File: config.mk
export PLATFORM = sky130hd
export DESIGN_NAME = sinusoid_seq
export DESIGN_NICKNAME = d
export VERILOG_FILES = /design/src/rtl/sinusoid_seq_pkg.sv /design/src/rtl/sinusoid.sv /design/src/rtl/sinusoid_seq.sv
export SDC_FILE = /design/constraint.sdc
export NUM_CORES = 1
export LEC_CHECK = 0
export BUFFER_PORTS_ARGS = -buffer_cell sky130_fd_sc_hd__buf_2
export CAP_MARGIN = 20
export CORE_MARGIN = 2
export CORE_UTILIZATION = 44
export CTS_CLUSTER_SIZE = 28
export DETAILED_ROUTE_END_ITERATION = 10
export SYNTH_ARGS = -nofsm -noshare
export SYNTH_HDL_FRONTEND = slang
export SYNTH_SLANG_ARGS = --single-unit
File: constraint.sdc
create_clock -name clk_i -period 10.62 [get_ports clk_i]
set_input_delay 0.531 -clock clk_i [delete_from_list [all_inputs] [get_ports clk_i]]
set_output_delay 0.531 -clock clk_i [all_outputs]
set_load 0.02 [all_outputs]
File: src/rtl/sinusoid_seq_pkg.sv
// ============================================================================
// Module   : sinusoid_seq_pkg
// Purpose  : Shared types, constants and the phase-accumulator helper for the
//            sinusoid phase sequencer.
// Revision : 1.0 - initial release
// ============================================================================
`default_nettype none

package sinusoid_seq_pkg;

  // Width of the completed-period counter.
  localparam int unsigned c_wrap_w = 16;

  typedef enum logic [1:0] {
    ST_IDLE  = 2'd0,
    ST_RUN   = 2'd1,
    ST_DRAIN = 2'd2
  } state_e;

  typedef struct packed {
    logic [31:0] addr;
    logic        wrap;
  } phase_next_t;

  // Advance a LUT index by step, modulo depth. Both operands are below depth,
  // so a single conditional subtract is sufficient and the 32-bit sum cannot
  // overflow.
  function automatic phase_next_t phase_wrap(input logic [31:0] addr,
                                             input logic [31:0] step,
                                             input logic [31:0] depth);
    phase_next_t r;
    logic [31:0] sum;
    sum = addr + step;
    if (sum >= depth) begin
      r.addr = sum - depth;
      r.wrap = 1'b1;
    end else begin
      r.addr = sum;
      r.wrap = 1'b0;
    end
    return r;
  endfunction

endpackage

`default_nettype wire

File: src/rtl/sinusoid.sv
// ============================================================================
// Module   : sinusoid
// Purpose  : Combinational one-period sine lookup table. Entry i holds
//            round(sin(2*pi*i/depth_p) * (2^(width_p-1)-1)). Indices at or
//            beyond depth_p read as zero.
// Revision : 1.0 - initial release
// ============================================================================
`default_nettype none

module sinusoid #(
  parameter int depth_p = 100,
  parameter int width_p = 12
) (
  input  logic [$clog2(depth_p)-1:0] rd_addr_i,
  output logic signed [width_p-1:0]  data_o
);

  localparam int unsigned     c_aw    = $clog2(depth_p);
  localparam logic [c_aw:0]   c_depth = (c_aw + 1)'(depth_p);

  // Elaboration-time sine in Q30 fixed point: fold the angle into
  // [-pi/2, pi/2] and sum a Taylor series up to x^17.
  function automatic logic signed [width_p-1:0] sine_entry(input int idx);
    longint pi_q;
    longint x;
    longint x2;
    longint term;
    longint acc;
    longint amp;
    longint r;
    pi_q = 64'sd3373259426;
    x    = (64'sd2 * pi_q * longint'(idx)) / longint'(depth_p);
    if (x > pi_q) x = x - 64'sd2 * pi_q;
    if (x > pi_q / 64'sd2)
      x = pi_q - x;
    else if (x < -(pi_q / 64'sd2))
      x = -pi_q - x;
    x2   = (x * x) >>> 30;
    term = x;
    acc  = x;
    for (int k = 1; k <= 8; k++) begin
      term = -((term * x2) >>> 30) / longint'((2 * k) * (2 * k + 1));
      acc  = acc + term;
    end
    amp = (64'sd1 <<< (width_p - 1)) - 64'sd1;
    r   = (acc * amp + (64'sd1 <<< 29)) >>> 30;
    return width_p'(r);
  endfunction

  logic signed [width_p-1:0] w_lut [0:depth_p-1];

  for (genvar g = 0; g < depth_p; g++) begin : g_lut
    localparam logic signed [width_p-1:0] c_val = sine_entry(g);
    assign w_lut[g] = c_val;
  end

  // Read port with out-of-range guard for non power-of-two depths.
  always_comb begin
    data_o = '0;
    if ({1'b0, rd_addr_i} < c_depth) data_o = w_lut[rd_addr_i];
  end

endmodule

`default_nettype wire

File: src/rtl/sinusoid_seq.sv
// ============================================================================
// Module   : sinusoid_seq
// Purpose  : Phase sequencer around the sinusoid LUT. Steps the read address
//            by a programmable increment modulo depth_p, paces captures with a
//            rate divider and presents registered samples on a valid/ready
//            stream.
// Revision : 1.0 - initial release
// ============================================================================
`default_nettype none

module sinusoid_seq
  import sinusoid_seq_pkg::*;
#(
  parameter int depth_p     = 100,
  parameter int width_p     = 12,
  parameter int div_width_p = 16
) (
  input  logic                       clk_i,
  input  logic                       reset_i,
  input  logic                       start_i,
  input  logic                       stop_i,
  input  logic [$clog2(depth_p)-1:0] step_i,
  input  logic [$clog2(depth_p)-1:0] phase_i,
  input  logic [div_width_p-1:0]     div_i,
  input  logic                       ready_i,
  output logic                       valid_o,
  output logic signed [width_p-1:0]  data_o,
  output logic                       busy_o,
  output logic [c_wrap_w-1:0]        wrap_count_o
);

  localparam int unsigned   c_aw    = $clog2(depth_p);
  localparam logic [c_aw:0] c_depth = (c_aw + 1)'(depth_p);

  state_e                    state_q,   state_d;
  logic [c_aw-1:0]           addr_q,    addr_d;
  logic [c_aw-1:0]           step_q,    step_d;
  logic [div_width_p-1:0]    div_q,     div_d;
  logic [div_width_p-1:0]    div_cnt_q, div_cnt_d;
  logic                      valid_q,   valid_d;
  logic signed [width_p-1:0] data_q,    data_d;
  logic [c_wrap_w-1:0]       wrap_q,    wrap_d;

  logic signed [width_p-1:0] w_lut_data;
  phase_next_t               w_nxt;
  logic                      w_unused_addr_hi;
  logic                      w_hs;
  logic                      w_capture;
  logic                      w_accept;

  sinusoid #(
    .depth_p (depth_p),
    .width_p (width_p)
  ) u_lut (
    .rd_addr_i (addr_q),
    .data_o    (w_lut_data)
  );

  assign w_nxt            = phase_wrap(32'(addr_q), 32'(step_q), 32'(depth_p));
  assign w_unused_addr_hi = ^w_nxt.addr[31:c_aw];
  assign w_hs             = valid_q & ready_i;
  // A capture needs the divider expired and the output slot free or draining.
  assign w_capture        = (div_cnt_q == '0) & (~valid_q | ready_i);
  assign w_accept         = (state_q == ST_IDLE) & start_i & ~stop_i;

  // State and datapath registers; reset drops any pending sample at once.
  always_ff @(posedge clk_i or posedge reset_i) begin
    if (reset_i) begin
      state_q   <= ST_IDLE;
      addr_q    <= '0;
      step_q    <= '0;
      div_q     <= '0;
      div_cnt_q <= '0;
      valid_q   <= 1'b0;
      data_q    <= '0;
      wrap_q    <= '0;
    end else begin
      state_q   <= state_d;
      addr_q    <= addr_d;
      step_q    <= step_d;
      div_q     <= div_d;
      div_cnt_q <= div_cnt_d;
      valid_q   <= valid_d;
      data_q    <= data_d;
      wrap_q    <= wrap_d;
    end
  end

  // Next-state logic: configuration latch, paced capture and drain.
  always_comb begin
    state_d   = state_q;
    addr_d    = addr_q;
    step_d    = step_q;
    div_d     = div_q;
    div_cnt_d = div_cnt_q;
    valid_d   = valid_q;
    data_d    = data_q;
    wrap_d    = wrap_q;
    unique case (state_q)
      ST_IDLE: begin
        if (w_accept) begin
          step_d    = step_i;
          div_d     = div_i;
          div_cnt_d = div_i;
          addr_d    = ({1'b0, phase_i} < c_depth) ? phase_i : '0;
          wrap_d    = '0;
          state_d   = ST_RUN;
        end
      end
      ST_RUN: begin
        if (stop_i) begin
          // No capture in the stop cycle; an unaccepted sample must drain.
          if (w_hs) valid_d = 1'b0;
          state_d = (valid_q && !w_hs) ? ST_DRAIN : ST_IDLE;
        end else if (w_capture) begin
          data_d    = w_lut_data;
          valid_d   = 1'b1;
          div_cnt_d = div_q;
          addr_d    = w_nxt.addr[c_aw-1:0];
          wrap_d    = wrap_q + {{(c_wrap_w-1){1'b0}}, w_nxt.wrap};
        end else begin
          // Divider runs independently of backpressure; a stall at zero holds.
          if (div_cnt_q != '0) div_cnt_d = div_cnt_q - div_width_p'(1);
          if (w_hs) valid_d = 1'b0;
        end
      end
      ST_DRAIN: begin
        if (w_hs) begin
          valid_d = 1'b0;
          state_d = ST_IDLE;
        end
      end
      default: state_d = ST_IDLE;
    endcase
  end

  assign valid_o      = valid_q;
  assign data_o       = data_q;
  assign busy_o       = (state_q != ST_IDLE);
  assign wrap_count_o = wrap_q;

  // Phase increments must stay below the table depth.
  a_step_range : assert property (@(posedge clk_i) disable iff (reset_i)
    w_accept |-> ({1'b0, step_i} < c_depth));

endmodule

`default_nettype wire

==> impl_metrics.csv <==
group,metric,value,unit
outcome,status,"completed",
synthesis,seq_area_frac_synth,0.319,
place,dp_cells,970,
synthesis,synth_area_per_cell,7.76,µm²
timing,fin_crit_sh,0.403,
job,cap_violations,0,
synthesis,synth_most_common_cell,"nand2_1",
grt,grt_pass1_wl,28.8,mm
synthesis,yosysWarningCount,0,
timing,slew_violations,0,
timing,finClkSkew,0.00941,ns
layout,final_cell_area,6780,µm²
grt,grt_remaining_overflow,0,
grt,grt_pass1_vias,5580,
worst_setup_path,cp-start-kind,"flop",
die,rows,42,
clock_network,clock_path_buffers,2,
synthesis,synth_cells,778,
synthesis,yosys-mux-area-fraction,0.0385,
clock_network,post_cts_buffers,0,
layout,area_growth,12.3,%
detailed_routing,firstDrtPassIters,5,
timing,rsz0062_at_grt,"false",
timing,worst_slew_pin_slew,1.02,ns
synthesis,synth.top_cells.by_count,"nand2_1 (117), o21ai_0 (84), dfrtp_1 (77)",
timing,hold_violations,0,
clock_network,clk_latency,0.35,ns
synthesis,yosys.area_share.adder,0.0655,
worst_setup_path,crit_path_cell_trace,"inv_1 -> fa_1 -> nor2b_1 -> o22ai_1 -> xor2_1 -> a31oi_1 -> nand2_1 -> nand2b_1 -> ha_1 -> nand4_1 -> nor4_1 -> nand3_1 -> xor2_1 -> nor2_1",
die,die_area,14700,µm²
synthesis,synthTopCellsByArea,"dfrtp_1 (32%), nand2_1 (7.3%), o21ai_0 (7.0%), ha_1 (6.2%), nor2_1 (4.4%)",
worst_setup_path,crit_top_cell,"xor2_1",
place,dp_hpwl,12.1,mm
timing,finalCriticalPeriod,4.28,ns
clock_network,cts_buffers,9,
power,power,2150,µW
die,start_util,0.454,
worst_setup_path,endpoint_kind,"flop",
layout,fin_nets,872,
timing,timing.fmax,234,MHz
synthesis,synth_ff_type,"dfrtp_1",
timing,setup_violations,0,
worst_hold_path,hp-class,"input pin to asynchronous set/reset pin",
die,io_pins,65,
worst_setup_path,reg2reg_setup_slack,6.34,ns
worst_setup_path,critPathSlowestCell,"dfrtp_1",
power,p_leak,0.00309,µW
synthesis,synth_xor_area_frac,0.0334,
clock_network,cts_sinks,77,
grt,grtUsageTotal,0.247,
worst_setup_path,crit_type,"flop to flop",
place,port_buffers,64,
grt,antenna_found_initial,0,
clock_network,cts_tree,"done",
die,coreArea,13300,µm²
detailed_routing,drt-initial-drc-count,512,
clock_network,h-tree-depth,3,
synthesis,synth_edf_count,0,
place,gp_congestion,0.899,
grt,grt_max_degree,78,
worst_setup_path,required,10.89,ns
synthesis,synth_simple_gate_area_share,0.225,
die,die_w,121,µm
detailed_routing,drt-total-wl,17.5,mm
detailed_routing,wl_per_cell,17.8,µm
synthesis,ys_async_sr_fraction,1.00,
detailed_routing,drc,0,
worst_setup_path,crit_family,"simple AND/OR/NAND/NOR gates",
synthesis,yosysUniqueCellTypes,72,
worst_setup_path,crit_path_max_fanout,16,
power,p_per_area,316,nW/µm²
layout,drive_above_1_share,0.137,
clock_network,root_buffer,"clkbuf_16",
synthesis,syn-num-nets,844,
timing,relSlewSlack,0.321,
layout,instances_no_fill,987,
clock_network,postCtsHoldBufs,0,
worst_setup_path,slowest_delay,0.70,ns
worst_setup_path,critPathArrivalTime,4.55,ns
synthesis,synth_compound_area_frac,0.265,
synthesis,synth_top_area_frac,0.319,
clock_network,clk_pin_slew_worst_paths,0.06,ns
timing,setup-tns-final,0,ns
die,dieHeight,121,µm
place,placed_area,6430,µm²
layout,antenna_cells,0,
detailed_routing,vias,5902,
worst_setup_path,path_buf_inv,1,
synthesis,synth_seq_cells,77,
power,peakVddDrop,0.000166,V
detailed_routing,final_antenna_net_count,0,
synthesis,synth_top_family_by_area,"compound AO/OA/AOI/OAI gates",
clock_network,cts.repair.resized,0,
synthesis,yosys.area.top_type,"dfrtp_1",
synthesis,netlist_area,6040,µm²
detailed_routing,vias_per_cell,5.98,
sequential cells by signal, summed over array words and instances (netlist names):
register,cells
div_cnt_q,16
div_q,16
wrap_count_o,16
valid_o,1
data_o,12
state_q,2
addr_q,7
step_q,7
metal layers:
metal  up-vias  GRT usage  part of all wire
met5         -          0                 0
met4         0     0.0812             0.022
met3        29     0.0442             0.052
met2       181      0.386              0.47
met1      2832      0.347              0.46
li1       2860          -                 -
area by class of cell:
cell class                      instances  area, µm²
Tap cell                              176        220
Sequential cell                        77       1930
Fill cell                            1286       6520
Clock buffer                            9        225
Timing Repair Buffer                   74        415
Multi-Input combinational cell        619       3800
Inverter                               25       95.1
Clock inverter                          7       97.6
cell families after synthesis:
logic type / count (synthesis)
fa+ha+maj: 31
xor+xnor: 23
simple gates: 295
buf+inv: 82
flops: 77
compound gates: 251
mux: 19
power breakdown:
part	leakage (µW)	switching, µW	internal, µW
Sequential	0.000988	111	375
Clock	0.000152	130	207
Combinational	0.00195	824	499
Total	0.00309	1060	1080
stage by stage:
stage	worst slack, ns	util	hold slack (ns)
floorplan	7.07	-	0.440
global placement	6.61	0.484	0.457
detailed placement	6.47	0.484	0.461
CTS	6.44	0.508	0.361
global route	6.01	0.510	0.154
finish	6.34	0.510	0.146
worst register-to-register path: cells and delay by family (launching register included):
kind                       cells  cell delay (ns)
xor gates and xnor gates       2             0.36
and+or+nand+nor                7             1.50
buffers and inverters          1             0.38
adders and majority gates      2             0.74
AOI/OAI and AO/OA              2             0.52
DFF                            1             0.70
placed cells by master (no fill, tap or decap), types with 6 or more instances in the layout:
master	Yosys	final
nand4_1	8	8
a211oi_1	13	13
nor2_1	70	70
nand2b_1	8	8
nor4_1	8	8
a21oi_1	49	49
a31oi_1	16	16
o21ai_0	84	84
inv_1	24	23
a21o_1	13	13
nand2_1	117	117
o211ai_1	10	10
buf_2	6	64
clkbuf_16	0	9
nor2b_1	11	11
xnor2_1	9	9
ha_1	30	30
buf_4	0	9
nor3_1	16	16
mux2i_1	12	12
xor2_1	14	14
or3_1	8	8
a22o_1	6	6
nand3_1	22	22
dfrtp_1	77	76
final timing paths:
kind | from | to | cells after the start
min in group clk_i | step_i[4] | step_q[4] | 3
min reg2reg | data_o[9] | data_o[9] | 1
min | reset_i | wrap_count_o[4] | 3
max reg2reg | addr_q[1] | wrap_count_o[15] | 14
max in group asynchronous | reset_i | addr_q[3] | 4
max | addr_q[1] | wrap_count_o[15] | 14
No activity file was read; power rests on OpenSTA's default activity.
